==> config.mk <==
export PLATFORM = sky130hd
export DESIGN_NAME = fir_engine_scheduler
export DESIGN_NICKNAME = d
export VERILOG_FILES = /design/src/rtl/fir_sched_pkg.sv /design/src/rtl/fir_rr_arbiter.sv /design/src/rtl/fir_engine_scheduler.sv
export SDC_FILE = /design/constraint.sdc
export NUM_CORES = 1
export LEC_CHECK = 0
export BUFFER_PORTS_ARGS = -buffer_cell sky130_fd_sc_hd__buf_4
export CORE_MARGIN = 10
export CORE_UTILIZATION = 58
export DETAILED_ROUTE_END_ITERATION = 16
export GPL_TIMING_DRIVEN = 0
export HOLD_SLACK_MARGIN = 0.15
export PLACE_DENSITY = 0.85
export SLEW_MARGIN = 5
export SYNTH_ARGS = -nofsm -noshare
export SYNTH_HDL_FRONTEND = slang
export SYNTH_SLANG_ARGS = --single-unit
==> constraint.sdc <==
create_clock -name clk_i -period 13.69 [get_ports clk_i]
set_clock_uncertainty 0.2 [all_clocks]
set_input_delay 2.0535 -clock clk_i [delete_from_list [all_inputs] [get_ports clk_i]]
set_output_delay 2.0535 -clock clk_i [all_outputs]
set_load 0.02 [all_outputs]
==> src/rtl/fir_sched_pkg.sv <==
// Shared types and elaboration-time helpers for the FIR engine scheduler.
package fir_sched_pkg;

   typedef enum logic [1:0] {
      S_IDLE  = 2'd0,
      S_ISSUE = 2'd1,
      S_WAIT  = 2'd2,
      S_STALL = 2'd3
   } sched_state_t;

   function automatic int ch_width(input int n);
      return (n > 1) ? $clog2(n) : 1;
   endfunction

   // Bit k of the result is bit bit_pos of the integer k; used to encode one-hot to binary.
   function automatic logic [15:0] idx_bit_mask(input int bit_pos);
      logic [15:0] m;
      m = '0;
      for (int k = 15; k >= 0; k--) begin
         m = {m[14:0], 1'(k >> bit_pos)};
      end
      return m;
   endfunction

endpackage

==> src/rtl/fir_rr_arbiter.sv <==
// Combinational round-robin pick: first requesting channel at or after ptr_i, wrapping.
module fir_rr_arbiter
   import fir_sched_pkg::*;
#(
   parameter int NUM_CH = 2,
   parameter int CH_W   = ch_width(NUM_CH)
) (
   input  logic [NUM_CH-1:0] req_i,
   input  logic [CH_W-1:0]   ptr_i,
   output logic              grant_valid_o,
   output logic [CH_W-1:0]   grant_idx_o
);

   localparam logic [CH_W:0] CH_LIM = (CH_W+1)'(NUM_CH);

   logic [2*NUM_CH-1:0] req_dbl;
   logic [NUM_CH-1:0]   req_rot;
   logic [NUM_CH-1:0]   first_hot;
   logic [CH_W-1:0]     offset;
   logic [CH_W:0]       idx_sum;

   // Rotate so that bit 0 is the channel at ptr_i.
   assign req_dbl = {req_i, req_i};
   assign req_rot = NUM_CH'(req_dbl >> ptr_i);

   generate
      for (genvar gi = 0; gi < NUM_CH; gi++) begin : g_first
         localparam logic [NUM_CH-1:0] BELOW = NUM_CH'((32'd1 << gi) - 32'd1);
         assign first_hot[gi] = req_rot[gi] & ~(|(req_rot & BELOW));
      end
      for (genvar gi = 0; gi < CH_W; gi++) begin : g_enc
         localparam logic [NUM_CH-1:0] SEL = NUM_CH'(idx_bit_mask(gi));
         assign offset[gi] = |(first_hot & SEL);
      end
   endgenerate

   assign grant_valid_o = |req_i;
   assign idx_sum       = {1'b0, ptr_i} + {1'b0, offset};
   assign grant_idx_o   = CH_W'((idx_sum >= CH_LIM) ? (idx_sum - CH_LIM) : idx_sum);

endmodule

==> src/rtl/fir_engine_scheduler.sv <==
// Time-shares one FIR MAC engine across NUM_CH sample streams with per-channel
// decimation and a single tagged output register.
module fir_engine_scheduler
   import fir_sched_pkg::*;
#(
   parameter int NUM_CH            = 2,
   parameter int DATA_WIDTH        = 32,
   parameter int DECIMATION_FACTOR = 1,
   localparam int CH_W             = ch_width(NUM_CH)
) (
   input  logic                                clk_i,
   input  logic                                rst_i,
   input  logic [NUM_CH-1:0]                   ch_valid_i,
   input  logic [NUM_CH-1:0][DATA_WIDTH-1:0]   ch_data_i,
   output logic [NUM_CH-1:0]                   ch_ready_o,
   output logic                                eng_start_o,
   output logic [CH_W-1:0]                     eng_ch_o,
   output logic [DATA_WIDTH-1:0]               eng_sample_o,
   output logic                                eng_compute_o,
   input  logic                                eng_done_i,
   input  logic [DATA_WIDTH-1:0]               eng_result_i,
   output logic                                out_valid_o,
   output logic [CH_W-1:0]                     out_ch_o,
   output logic [DATA_WIDTH-1:0]               out_data_o,
   input  logic                                out_ready_i
);

   localparam logic [7:0] DEC_LAST = 8'(DECIMATION_FACTOR - 1);

   sched_state_t          state_q;
   logic [CH_W-1:0]       rr_ptr_q;
   logic                  slot_full_q [NUM_CH];
   logic [DATA_WIDTH-1:0] slot_data_q [NUM_CH];
   logic [7:0]            dec_cnt_q   [NUM_CH];
   logic [NUM_CH-1:0]     slot_req;
   logic [NUM_CH-1:0]     is_last;

   logic                  eng_start_q;
   logic [CH_W-1:0]       eng_ch_q;
   logic [DATA_WIDTH-1:0] eng_sample_q;
   logic                  eng_compute_q;
   logic                  out_valid_q;
   logic [CH_W-1:0]       out_ch_q;
   logic [DATA_WIDTH-1:0] out_data_q;
   logic [DATA_WIDTH-1:0] pend_data_q;

   logic                  grant_valid;
   logic [CH_W-1:0]       grant_idx;
   logic                  grant_fire;
   logic [CH_W-1:0]       rr_ptr_d;
   logic                  out_free;
   logic                  out_load;
   logic [DATA_WIDTH-1:0] out_load_data;

   fir_rr_arbiter #(
      .NUM_CH (NUM_CH),
      .CH_W   (CH_W)
   ) u_arb (
      .req_i         (slot_req),
      .ptr_i         (rr_ptr_q),
      .grant_valid_o (grant_valid),
      .grant_idx_o   (grant_idx)
   );

   assign grant_fire = (state_q == S_IDLE) && grant_valid;
   assign rr_ptr_d   = (grant_idx == CH_W'(NUM_CH - 1)) ? '0 : grant_idx + CH_W'(1);

   generate
      for (genvar gi = 0; gi < NUM_CH; gi++) begin : g_ch
         logic granted;
         assign granted       = grant_fire && (grant_idx == CH_W'(gi));
         assign slot_req[gi]  = slot_full_q[gi];
         assign ch_ready_o[gi] = ~slot_full_q[gi];
         assign is_last[gi]   = (dec_cnt_q[gi] == DEC_LAST);

         // Grant and accept are exclusive: grant needs a full slot, accept an empty one.
         always_ff @(posedge clk_i or posedge rst_i) begin
            if (rst_i) begin
               slot_full_q[gi] <= 1'b0;
               slot_data_q[gi] <= '0;
               dec_cnt_q[gi]   <= '0;
            end else if (granted) begin
               slot_full_q[gi] <= 1'b0;
               dec_cnt_q[gi]   <= is_last[gi] ? 8'd0 : dec_cnt_q[gi] + 8'd1;
            end else if (ch_valid_i[gi] && !slot_full_q[gi]) begin
               slot_full_q[gi] <= 1'b1;
               slot_data_q[gi] <= ch_data_i[gi];
            end
         end
      end
   endgenerate

   assign out_free      = !out_valid_q || out_ready_i;
   assign out_load      = ((state_q == S_WAIT) && eng_done_i && eng_compute_q && out_free)
                       || ((state_q == S_STALL) && out_free);
   assign out_load_data = (state_q == S_STALL) ? pend_data_q : eng_result_i;

   always_ff @(posedge clk_i or posedge rst_i) begin
      if (rst_i) begin
         state_q       <= S_IDLE;
         rr_ptr_q      <= '0;
         eng_start_q   <= 1'b0;
         eng_ch_q      <= '0;
         eng_sample_q  <= '0;
         eng_compute_q <= 1'b0;
         out_valid_q   <= 1'b0;
         out_ch_q      <= '0;
         out_data_q    <= '0;
         pend_data_q   <= '0;
      end else begin
         eng_start_q <= 1'b0;

         // eng_ch_q is stable from grant to next grant, so it tags both direct and pending loads.
         if (out_load) begin
            out_valid_q <= 1'b1;
            out_ch_q    <= eng_ch_q;
            out_data_q  <= out_load_data;
         end else if (out_valid_q && out_ready_i) begin
            out_valid_q <= 1'b0;
         end

         case (state_q)
            S_IDLE: begin
               if (grant_valid) begin
                  eng_ch_q      <= grant_idx;
                  eng_sample_q  <= slot_data_q[grant_idx];
                  eng_compute_q <= is_last[grant_idx];
                  eng_start_q   <= 1'b1;
                  rr_ptr_q      <= rr_ptr_d;
                  state_q       <= S_ISSUE;
               end
            end
            S_ISSUE: state_q <= S_WAIT;
            S_WAIT: begin
               if (eng_done_i) begin
                  if (!eng_compute_q || out_free) begin
                     state_q <= S_IDLE;
                  end else begin
                     pend_data_q <= eng_result_i;
                     state_q     <= S_STALL;
                  end
               end
            end
            S_STALL: begin
               if (out_free) state_q <= S_IDLE;
            end
            default: state_q <= S_IDLE;
         endcase
      end
   end

   assign eng_start_o   = eng_start_q;
   assign eng_ch_o      = eng_ch_q;
   assign eng_sample_o  = eng_sample_q;
   assign eng_compute_o = eng_compute_q;
   assign out_valid_o   = out_valid_q;
   assign out_ch_o      = out_ch_q;
   assign out_data_o    = out_data_q;

endmodule
Word-level counts from Yosys, hierarchy flattened
Cells that the tools add are included.
- magnitude comparators: 3
- shift operators: 1
- mux-type cells: 23
- bitwise gates (word level): 9
- eq/ne operators: 6
- reductions and logical operators: 29
- add/sub/neg operators: 5
- operators with widths (cell ; number):
    2-to-1 mux 32 bit ; 4
    adder 8 x 1 -> 8 bit (second input constant) ; 2
    zero test 8 bit ; 2
    2-to-1 mux 8 bit ; 2
    2-to-1 mux 1 bit ; 12
    logical AND 1 bit ; 10
    2-to-1 mux 2 bit ; 4
    one-hot mux 2 bit (4 select lines) ; 1
    NOT 1 bit ; 7
    != test 2 bit (second input constant) ; 3
    AND reduction 2 bit ; 3
    AND reduction 3 bit ; 2
    nonzero test 2 bit ; 3
    equality test 2 bit (second input constant) ; 2
    >= comparator 2 bit (second input constant) ; 2
    zero test 1 bit ; 4
    >> shifter 4 x 1 -> 2 bit ; 1
    logical OR 1 bit ; 3
    adder 1 x 1 -> 2 bit ; 1
    equality test 2 x 1 -> 1 bit (second input constant) ; 1
    zero test 2 bit ; 1
    less-than comparator 1 x 2 -> 1 bit (second input constant) ; 1
    NOT 1 -> 2 bit ; 1
    OR reduction 2 bit ; 1
    other kinds (3) ; 3
- output and inout bits: 71
- word-level logic and storage cells: 92
- register bits: 186

Longest topological paths before layout
- depth in word-level cells: 10
- mapped depth: 7
- depth with buffers taken out: 6

Hierarchy
Synthesis repeated with hierarchy kept, for this count alone.
- cells, all modules: 604
- area, all modules: 7988.9 sq um
- by module, submodules not included (module ; cells an instance ; instances ; area an instance (sq um)):
    fir_engine_scheduler ; 600 ; 1 ; 7970.1
    fir_rr_arbiter ; 4 ; 1 ; 18.8

Worst setup path after synthesis
OpenSTA, ideal clock, no wires.
- path kind: input port to flip-flop
- start: input port out_ready_i
- end: register pend_data_q[20]
- arrival: 3.095 ns
- stages on the path: 5
- library setup time: 0.125 ns
- setup slack: 10.271 ns
- required time: 13.365 ns
- cell sequence: nor2b_1 -> nand2_1 -> nor3_2 -> buf_4 -> mux2_2
- longest elaborated chain between the ends: 4
- ends and longest elaborated chain (item ; RTL line ; text):
    start, declared ; fir_engine_scheduler.sv:25 ; input logic out_ready_i
    logical OR 1 bit ; fir_engine_scheduler.sv:93 ; assign out_free = !out_valid_q || out_ready_i;
    logical OR 1 bit ; fir_engine_scheduler.sv:136 ; if (!eng_compute_q || out_free) begin
    NOT 1 bit (no line) ; n/a ;
    AND reduction 3 bit (no line) ; n/a ;
    end signal, assigned ; fir_engine_scheduler.sv:139 ; pend_data_q <= eng_result_i;
    end, declared ; fir_engine_scheduler.sv:45 ; logic [DATA_WIDTH-1:0] pend_data_q;
No other way between the ends.
A chain may end at the register's enable or synchronous reset.

Final worst setup path
- start: register slot_full_q[0] (netlist bit)
- end: output port ch_ready_o[1]
- longest elaborated chain between the ends: 1
- ends and longest elaborated chain (item ; RTL line ; text):
    start, declared ; fir_engine_scheduler.sv:32 ; logic slot_full_q [NUM_CH];
    start signal, assigned by index ; fir_engine_scheduler.sv:79 ; slot_full_q[gi] <= 1'b0;
    start signal, assigned by index ; fir_engine_scheduler.sv:83 ; slot_full_q[gi] <= 1'b0;
    start signal, assigned by index ; fir_engine_scheduler.sv:86 ; slot_full_q[gi] <= 1'b1;
    NOT 1 bit ; fir_engine_scheduler.sv:73 ; assign ch_ready_o[gi] = ~slot_full_q[gi];
    end, declared ; fir_engine_scheduler.sv:15 ; output logic [NUM_CH-1:0] ch_ready_o,
No other way between the ends.

==> summary.md <==
| Metric | Value |
|---|---|
| DIE AREA | 18000 sq um |
| Static Leak | 4.91 nW |
| Layout Cells excl Fill | 940 |
| WP buf/inv | 2 |
| Final WS setup | 10.31 ns |
| Clk pwr share | 21.6% |
| Synth top area cells | dfrtp_1 62%, mux2_2 14%, a222oi_1 4.4%, mux2i_1 4.2%, nor2_1 2.2% |
| Compound-Gate Fraction of Synth Area | 7.28% |
| Cells after Synth | 564 |
| RSZ-0062 raised after global routing | false |
| Mux contribution to synthesized area | 19.4% |
| Distinct cell type count after synthesis | 32 |
| Clk_lat worst skew | 0.43 ns |
| Worst slack, placed | 9.96 ns |
| Initial antenna violation count | 0 |
| CTS hold repair buffers | 0 |
| Top delay family on crit path | flip-flops |
| Overall via count from detail_route | 5228 |
| Measured slew at the worst slew-check pin | 0.845 ns |
| Crit path largest cell delay | 0.45 ns |
| Filler cells | 785 |
| Pin count of the biggest net entering global routing | 106 |
| Max Fclk | 295 MHz |
| Setup TNS | 0 ns |
| First-pass DRT Iterations | 7 |
| Row count | 41 |
| Post-Synthesis Cell Area | 7560 sq um |
| Boundary pin count | 173 |
| Power density over the cells | 243 nW/um^2 |
| Starting density of the core | 59.7% |
| GR Overflow Total | 0 |
| Int Pwr | 0.00153 W |
| Final setup fails | 0 |
| Core area | 12700 sq um |
| WS Path Type | flop to output port |
| Worst Path Max Fanout | 7 |
| H-tree depth | 4 |
| Area leader, netlist | dfrtp_1 |
| Max clock buf depth | 2 |
| Clk sink count | 186 |
| Net count, final | 862 |
| Vias in the first global route | 5864 |
| Post-Synth XOR/XNOR Area | 1.16% |
| Tot GR Track Use | 20.8% |
| Crit. End Element | output port |
| CTS tree | done |
| Dpl hpwl | 13300 um |
| Crit path arrival time | 1.13 ns |
| Core Util, Final | 76.7% |
| Flop pwr share | 39.9% |
| Hold_ws | 0.276 ns |
| Register area share after synthesis | 61.5% |
| Req. time, crit path | 11.44 ns |
| VDD IR-drop max | 131 uV |
| Status | finished clean |
| Antenna diodes | 0 |
| Post-synth top area share | 61.5% |
| Worst Hold Launch | dec_cnt_q[7] |
| Logic pwr share | 38.5% |
| Share of layout cells above drive strength 1 | 43.1% |
| Die X | 134 um |
| Via density | 5.56 |
| Yosys warnings | 0 |
| Post-route DRC violation count | 0 |
| Slowest CP cell | dfrtp_1 |
| Sw Share | 35.1% |
| Clock-pin slew on the worst setup and hold paths | 0.06 ns |
| Crit path cell chain | inv_1 > buf_4 |
| Port Buffers | 172 |
| Sw Pwr | 0.000829 W |
| Layout area overhead | 28.5% |
| Global-route wire length before repair | 30100 um |
| Post-CTS setup buffers | 0 |
| Number of synthesized flops with an enable pin | 0 |
| Placed cell count | 909 |
| Fin. Hold Viols | 0 |
| Rel. slew slack | 43.3% |
| DR iter-0 viols | 469 |
| Routed WL per cell | 19.6 um |
| Syn_area_per_cell | 13.4 sq um |
| Synth Net Count | 670 |
| Die Height | 134 um |
| Reg-to-reg startpoint | state_q[0] |
| Dominant synthesized flop cell | dfrtp_1 |
| Final GP Congestion | 0.796 |
| Worst Setup Start Kind | flop |
| Tmin final | 3.38 ns |
| Simple-gate share of the synthesized area | 5.62% |
| Post-Route WL | 18400 um |
| Worst Setup SP | slot_full_q[0] |
| Combinational family with the most area after synthesis | multiplexers |
| Post-route ant nets | 0 |
| CTS Buf Count | 17 |
| Post-Synth Adder-Cell Area | 0.662% |
| Max cap viols | 0 |
| CTS root buf | clkbuf_16 |
| Ys async rst share | 100% |
| Number of gates resized after cts | 0 |
| #FFs+latches synth | 186 |
| Min-delay worst type | flop to flop |
| Fin. max-slew vios | 0 |
| Final worst-path cycle share | 24.7% |
synthesized netlist by cell type, types with 2 or more instances:
library cell,count
nand2b_1,3
nand2_1,9
dfrtp_1,186
mux2_1,7
ha_1,4
and3_1,5
nor2b_1,3
nand3_1,3
o21ai_0,2
nor4_4,2
nor2_1,45
a21oi_1,33
or4b_4,2
nand4_1,6
a222oi_1,33
a22o_1,2
inv_1,41
clkbuf_1,5
mux2_2,92
xnor2_1,9
mux2i_1,32
mux2_4,2
buf_2,27
buf_4,3
sequential cells by signal (all words and copies together) (netlist names), 2 cells and up:
name	count
eng_sample_o	32
out_data_o	32
dec_cnt_q	16
state_q	2
slot_full_q	2
pend_data_q	32
slot_data_q	64
metal layers:
layer	track usage (%)	vias up	wire, um
li1	-	2378	-
met1	24.2	2630	7300
met2	33.1	196	8800
met3	9.78	24	2030
met4	7.44	0	304
met5	0	-	0
per-stage QoR:
stage                     total power (W)  instance area, sq um
after floorplan                   0.00150                  7560
after global placement            0.00180                  9070
after detailed placement          0.00186                  9100
after CTS                         0.00238                  9720
after global routing              0.00251                  9720
final                             0.00236                  9720
layout make-up:
class                   count  area, sq um  share of cell area (%)
plain buffers              35          176                    1.82
clock buffers              25          475                    4.89
clock inverters             6          136                    1.40
inverters                  41          161                    1.66
multi-input cells         302         2580                    26.5
flip-flops and latches    186         4650                    47.9
well taps                 172          215                    2.21
repair buffers            173         1320                    13.6
power by group through the flow:
| stage | Clock (W) | Combinational (W) | Sequential (W) |
|---|---|---|---|
| global placement | 0 | 0.000876 | 0.000928 |
| global route | 0.000544 | 0.000992 | 0.000970 |
| finish | 0.000511 | 0.000910 | 0.000943 |
| detailed placement | 0 | 0.000913 | 0.000946 |
| CTS | 0.000518 | 0.000920 | 0.000940 |
| floorplan | 0 | 0.000468 | 0.00103 |
cell families after synthesis:
| kind of cell | after synthesis |
|---|---|
| XOR/XNOR | 10 |
| flip-flops | 186 |
| buffers and inverters | 76 |
| adder cells (fa/ha/maj) | 4 |
| AO/OA/AOI/OAI | 73 |
| multiplexers | 133 |
| AND/OR/NAND/NOR | 82 |
path summary, 6_finish.rpt:
check,cells after the start,slack (ns),endpoint
max in group asynchronous,3,10.92,dec_cnt_q[14]
worst min-delay path,1,0.28,dec_cnt_q[7]
worst min register to register,1,0.28,dec_cnt_q[7]
worst max register to register,6,11.51,eng_sample_o[3]
min in group asynchronous,2,1.50,out_data_o[10]
worst max-delay path,2,10.31,ch_ready_o[1]
placed cells by master (no fill, tap or decap), types with 3 or more instances in the layout:
master     Yosys  routed
dfrtp_1      186     186
buf_4          3     175
mux2_2        92      92
nor2_1        45      45
inv_1         41      40
a21oi_1       33      33
a222oi_1      33      33
mux2i_1       32      32
buf_2         27      27
clkbuf_16      0      17
clkbuf_1       5      11
nand2_1        9       9
xnor2_1        9       9
mux2_1         7       7
nand4_1        6       6
and3_1         5       5
ha_1           4       4
bufinv_16      0       4
nor2b_1        3       3
nand2b_1       3       3
nand3_1        3       3
worst register-to-register path: stages, from the launching register on:
cell and delay, ns:
dfrtp_1 0.36, buf_2 0.16, nor2_1 0.17, o21ai_1 0.33, buf_2 0.33, a222oi_1 0.42, inv_1 0.09
Note: power is estimated with default switching activity, not from simulation.
